===== src/rtl/cpu_sequencer.sv =====
// cpu_sequencer: multi-cycle Moore controller for the stored-program CPU datapath, PC, IR and data memory.
// Ports: clk/reset (sync, active-high); opcode/op from the instruction decoder; nsel/vsel/load*/asel/bsel/write
// drive the register-file/ALU datapath; load_ir, load_pc/reset_pc, addr_sel/load_addr/mem_cmd drive fetch and
// memory; halted flags the HALT state. MEM_WAIT adds wait cycles to each memory-read state.
module cpu_sequencer #(
  parameter int MEM_WAIT = 0
) (
  input  logic       clk,
  input  logic       reset,
  input  logic [2:0] opcode,
  input  logic [1:0] op,
  output logic [2:0] nsel,
  output logic [3:0] vsel,
  output logic       loada,
  output logic       loadb,
  output logic       loadc,
  output logic       loads,
  output logic       asel,
  output logic       bsel,
  output logic       write,
  output logic       load_ir,
  output logic       load_pc,
  output logic       reset_pc,
  output logic       addr_sel,
  output logic       load_addr,
  output logic [1:0] mem_cmd,
  output logic       halted
);
  typedef enum logic [4:0] {
    RST, IF1, IF2, UPDATE_PC, DECODE, WR_IMM, GET_A, GET_B, GET_B_CMP, CALC,
    WR_REG, CMP_S, CALC_ADDR, LOAD_ADDR, MEM_RD, WR_MEM, GET_RD, PASS_B, MEM_WR, HALT
  } state_t;
  localparam logic [3:0] MW = 4'(MEM_WAIT);
  localparam logic [4:0] I_MOVI = 5'b110_10, I_MOVS = 5'b110_00, I_ADD = 5'b101_00, I_CMP = 5'b101_01;
  localparam logic [4:0] I_AND = 5'b101_10, I_MVN = 5'b101_11, I_LDR = 5'b011_00, I_STR = 5'b100_00;
  state_t state_q, state_d;
  logic [3:0] cnt_q, cnt_d;
  logic [4:0] ins;
  assign ins = {opcode, op};
  always_ff @(posedge clk) begin
    if (reset) begin
      state_q <= RST;
      cnt_q   <= 4'd0;
    end else begin
      state_q <= state_d;
      cnt_q   <= cnt_d;
    end
  end
  // Counter only advances inside a memory-read state; any other state holds it at zero,
  // so it is already cleared on entry to IF1/MEM_RD.
  always_comb begin
    cnt_d = ((state_q == IF1 || state_q == MEM_RD) && cnt_q != MW) ? cnt_q + 4'd1 : 4'd0;
    state_d = state_q;
    case (state_q)
      RST:       state_d = IF1;
      IF1:       state_d = (cnt_q == MW) ? IF2 : IF1;
      IF2:       state_d = UPDATE_PC;
      UPDATE_PC: state_d = DECODE;
      DECODE:
        case (ins)
          I_MOVI:                state_d = WR_IMM;
          I_MOVS, I_MVN:         state_d = GET_B;
          I_ADD, I_CMP, I_AND,
          I_LDR, I_STR:          state_d = GET_A;
          default:               state_d = HALT;
        endcase
      GET_A:     state_d = (ins == I_CMP) ? GET_B_CMP : (ins == I_LDR || ins == I_STR) ? CALC_ADDR : GET_B;
      GET_B:     state_d = CALC;
      GET_B_CMP: state_d = CMP_S;
      CALC:      state_d = WR_REG;
      WR_IMM, WR_REG, CMP_S, WR_MEM, MEM_WR: state_d = IF1;
      CALC_ADDR: state_d = LOAD_ADDR;
      LOAD_ADDR: state_d = (ins == I_LDR) ? MEM_RD : GET_RD;
      MEM_RD:    state_d = (cnt_q == MW) ? WR_MEM : MEM_RD;
      GET_RD:    state_d = PASS_B;
      PASS_B:    state_d = MEM_WR;
      HALT:      state_d = HALT;
      default:   state_d = RST;
    endcase
  end
  always_comb begin
    nsel = 3'b000;
    vsel = 4'b0000;
    loada = 1'b0;
    loadb = 1'b0;
    loadc = 1'b0;
    loads = 1'b0;
    asel = 1'b0;
    bsel = 1'b0;
    write = 1'b0;
    load_ir = 1'b0;
    load_pc = 1'b0;
    reset_pc = 1'b0;
    addr_sel = 1'b0;
    load_addr = 1'b0;
    mem_cmd = 2'b00;
    halted = 1'b0;
    case (state_q)
      RST:       begin reset_pc = 1'b1; load_pc = 1'b1; end
      IF1:       begin addr_sel = 1'b1; mem_cmd = 2'b01; end
      IF2:       begin addr_sel = 1'b1; mem_cmd = 2'b01; load_ir = 1'b1; end
      UPDATE_PC: load_pc = 1'b1;
      WR_IMM:    begin nsel = 3'b001; vsel = 4'b0100; write = 1'b1; end
      GET_A:     begin nsel = 3'b001; loada = 1'b1; end
      GET_B, GET_B_CMP: begin nsel = 3'b100; loadb = 1'b1; end
      // MOV shift and MVN operate on B alone, so A is forced to zero.
      CALC:      begin loadc = 1'b1; asel = (ins == I_MOVS || ins == I_MVN); end
      WR_REG:    begin nsel = 3'b010; vsel = 4'b0001; write = 1'b1; end
      CMP_S:     loads = 1'b1;
      CALC_ADDR: begin bsel = 1'b1; loadc = 1'b1; end
      LOAD_ADDR: load_addr = 1'b1;
      MEM_RD:    mem_cmd = 2'b01;
      WR_MEM:    begin mem_cmd = 2'b01; nsel = 3'b010; vsel = 4'b1000; write = 1'b1; end
      GET_RD:    begin nsel = 3'b010; loadb = 1'b1; end
      PASS_B:    begin asel = 1'b1; loadc = 1'b1; end
      MEM_WR:    mem_cmd = 2'b10;
      HALT:      halted = 1'b1;
      default:   ;
    endcase
  end
endmodule


===== config.mk =====
export PLATFORM = sky130hd
export DESIGN_NAME = cpu_sequencer
export DESIGN_NICKNAME = d
export VERILOG_FILES = /design/src/rtl/cpu_sequencer.sv
export SDC_FILE = /design/constraint.sdc
export NUM_CORES = 1
export LEC_CHECK = 0
export CORE_MARGIN = 3
export CORE_UTILIZATION = 47
export DETAILED_ROUTE_END_ITERATION = 6
export PLACE_DENSITY = 0.89
export SYNTH_ARGS = -nofsm -noshare
export SYNTH_HDL_FRONTEND = slang
export SYNTH_SLANG_ARGS = --single-unit

===== constraint.sdc =====
create_clock -name clk -period 1.7 [get_ports clk]
set_input_delay 0.34 -clock clk [delete_from_list [all_inputs] [get_ports clk]]
set_output_delay 0.34 -clock clk [all_outputs]
set_load 0.05 [all_outputs]

==> flow_summary.ini, run 1 <==
[run_status]
status = aborted with a tool error
stop_stage = clock tree synthesis
tool.error = [ERROR DPL-0038] Utilization greater than 100%, impossible to legalize

[synthesis]
ys.flop_type = dfxtp_1
syn_area_um2 = 991
yosysWarnings = 0
yosysUniqueCellTypes = 50
synth.yosys.seq_area_share = 0.182
ys_ff_latch = 9
syn_avg_cell_area_um2 = 6.74
async_flop_share = 0
synth-edff-count = 0
synth_nets = 156
synthCells = 147

[placement]
dp_hpwl_um = 3490
routabilityCongestion = 1.08
port_buffers = 27

[floorplan]
die_h_um = 51.9
start_util = 0.533
fp-row-count = 15
die_w_um = 51.9
io_pins = 29

[clocking]
cts-root-buf = clkbuf_4
h-tree-depth = 1
cts_buffers = 3
hold_buffers = 0
post-cts-setup-buffers = 17
cts_num_sinks = 9
cts_buffer_depth = 2
ctsResizeCount = 74
[per-stage QoR]
| step | worst slack [ps] | cells | instance area (um^2) | utilization | setup TNS (ps) |
|---|---|---|---|---|---|
| after floorplan | -403 | 147 | 1080 | - | -2590 |
| after global placement | -605 | 217 | 1730 | 0.931 | -1940 |
| after detailed placement | -655 | 217 | 1730 | 0.931 | -2630 |
[synth_stat cells (all sizes together), types with 2 or more instances]
library cell | n | area share
a21oi | 10 | 0.051
xnor2 | 2 | 0.018
clkbuf | 4 | 0.019
nor4 | 4 | 0.038
buf | 8 | 0.053
or2 | 2 | 0.013
and2b | 2 | 0.018
dfxtp | 9 | 0.18
nand2b | 8 | 0.051
nor3 | 7 | 0.035
nand3 | 4 | 0.020
nor2b | 6 | 0.038
a31oi | 2 | 0.013
nor2 | 28 | 0.11
ha | 2 | 0.025
nand2 | 11 | 0.044
inv | 2 | 0.0076
o21ai | 8 | 0.040
o31ai | 4 | 0.030
[logic make-up after synthesis]
family | count (synthesis) | synth area share
AO/OA/AOI/OAI | 38 | 0.256
XOR/XNOR | 3 | 0.0265
adder cells (fa/ha/maj) | 2 | 0.0252
buffers and inverters | 14 | 0.0795
flip-flops | 9 | 0.182
multiplexers | 1 | 0.0101
other | 1 | 0.00378
AND/OR/NAND/NOR | 79 | 0.417
==> run 2: changes to the inputs <==
Settings changed: CORE_AREA from default to 3 3 64 66, CORE_MARGIN 3 to default, CORE_UTILIZATION 47 to default, DIE_AREA from default to 0 0 67 69, PLACE_DENSITY 0.89 to default, PLACE_DENSITY_LB_ADDON from default to 0.15.
==> run 2 against run 1 <==
The flow now finishes, with violations (negative setup slack). Synthesized area unchanged. Synthesized cell count did not move.
==> flow_summary.ini, run 2 <==
[synthesis]
synthCells = 147
async_flop_share = 0
syn_avg_cell_area_um2 = 6.74
synth_largest_area_cell = dfxtp_1
synth-edff-count = 0
ys.flop_type = dfxtp_1
ys_ff_latch = 9
syn_area_um2 = 991
synthTopCellsByArea = dfxtp_1 (18%), nor2_1 (11%), a21oi_1 (5.1%)
yosysUniqueCellTypes = 50
yosysTopAreaCellShare = 0.182
synth_nets = 156
synth.yosys.seq_area_share = 0.182
yosysWarnings = 0
yosysMostFrequentCell = nor2_1
yosys-top-cells-count = nor2_1 (28), a21oi_1 (10), nand2_1 (10)

[min_path]
hold_depth = 1
min-delay-start = cnt_q[0]$_SDFF_PP0_
min_to = cnt_q[0]$_SDFF_PP0_
hold_class = flip-flop to flip-flop

[placement]
dp_cells = 244
port_buffers = 27
place_area_mm2 = 0.00179
dp_hpwl_um = 2710
dp_slack_ps = -580
routabilityCongestion = 0.800

[sta]
fin_ws_ps = -136
fmax_mhz = 545
fin_skew_ps = 2.02
setup_viol = 12
fin_crit_sh = 1.08
rsz0062_at_grt = yes
period_needed_ps = 1840
final_max_slew_viol_count = 0
final-hold-violation-count = 0

[global_route]
use_met3 = 0.0179
grt_usage = 0.153
antenna_found_initial = 0
grt_max_degree = 18
grt_pass1_vias = 1233
grt_overflow = 0
use_met1 = 0.189
grt_pass1_wl_um = 5620
grtUsageMet2 = 0.264
grt.busiest_layer = met2

[floorplan]
start_util = 0.273
coreArea_mm2 = 0.00363
io_pins = 29
die_h_um = 69
die-area_mm2 = 0.00462
die_w_um = 67
fp-row-count = 22

[layout]
largest-register = state_q
drive_above_1_share = 0.603
top_regs = state_q x5, cnt_q x4
final_nets = 219
syn_to_final_growth_pct = 124
fillers = 314
num_antenna_cells = 0
final_cell_mix = buf_4 (32), buf_12 (23), nor2_1 (17)
layout_commonest_cell = buf_4
design_area_mm2 = 0.00222
largest_reg_flops = 5
fin_cells = 257

[run_status]
status = complete, but fails checks
violations = negative setup slack

[clocking]
cts.clk_slew.worst_paths_ps = 50
cts_num_sinks = 9
h-tree-depth = 1
cts-root-buf = clkbuf_8
cts_buffer_depth = 2
cts_tree = built
clk_latency_ps = 230
cts_buffers = 3

[power_and_ir_drop]
leakage_nw = 0.851
power.density_mw_per_mm2 = 1200
vdd_ir_drop_max_mv = 0.560

[setup_path]
crit_type = input pin to primary output
crit_fanout = 2
startpoint = op[0]
critPathLaunchType = input pin
max_stage_delay_ps = 380
cp_data_arrival_time_ps = 1500
cpLargestDelayFamily = simple AND/OR/NAND/NOR gates
reg2reg_slack_ps = 80
slowest_stage = or3b_1
cp_cell_sequence = buf_6, or3b_1, o21ai_1, nand3_1, a211oi_2, buf_12
cp-end-kind = primary output
worstPathRequired_ps = 1360
reg2reg_to = cnt_q[3]$_SDFF_PP0_
reg2reg_depth = 6
worstReg2RegStart = state_q[4]$_SDFF_PP0_
path_buf_inv = 2

[routing]
drt-initial-drc-count = 116
wire_per_inst_um = 14.1
wirelength_um = 3620
drcViolationCount = 0
ant_nets = 0
routed_via_density = 5.20
vias = 1336
drt-pass1-iter-count = 4

[job]
cap_violations = 0
## run 2: cell families after synthesis
logic type,after synthesis,share of synthesized area
AND/OR/NAND/NOR,79,0.417
AO/OA/AOI/OAI,38,0.256
buffers and inverters,14,0.0795
flip-flops,9,0.182
XOR/XNOR,3,0.0265
adder cells (fa/ha/maj),2,0.0252
other,1,0.00378
multiplexers,1,0.0101
## run 2: what timing repair did
| action | CTS | global route |
|---|---|---|
| hold buffers | 0 | 0 |
| resized for setup | 52 | 43 |
| pin swaps | 9 | 19 |
| setup endpoints to repair | 23 | 21 |
| buffers inserted | 3 | 6 |
## run 2: worst max path at each step
stage	endpoint	slack, ps	depth (start not counted)
after floorplan	loads	-400	3
after global placement	asel	-550	6
after detailed placement	asel	-580	6
after global routing	asel	-200	6
final	asel	-140	6
after CTS	asel	-140	6
## run 2: layout make-up
class	count	area [um^2]	share of cell area
multi-input cells	124	1060	0.477
well taps	48	60.1	0.0271
flip-flops and latches	9	193	0.0868
repair buffers	70	855	0.385
inverters	2	7.51	0.00338
clock buffers	4	45.0	0.0203
## run 2: per-layer routing
metal	routed length, um	share of wire
met3	165	0.046
met1	1380	0.38
met4	51	0.014
met5	0	0
met2	2030	0.56
## run 2: stage by stage
step            util  total power [mW]  hold slack, ps  setup TNS [ps]
2_1_floorplan      -              1.24             430           -2590
3_3_place_gp   0.492              1.94             446           -2000
3_5_place_dp   0.492              1.95             462           -2190
4_1_cts        0.543              2.42             473            -717
5_1_grt        0.611              2.80             510           -1470
6_report       0.611              2.66             461            -743
## run 2: power breakdown
group | internal (mW) | switching [mW] | leakage [nW]
clock network | 0.163 | 0.0817 | 0.0228
registers | 0.250 | 0.0648 | 0.0755
logic | 0.986 | 1.11 | 0.753
total | 1.40 | 1.26 | 0.851
Note: power is estimated with default switching activity, not from simulation.
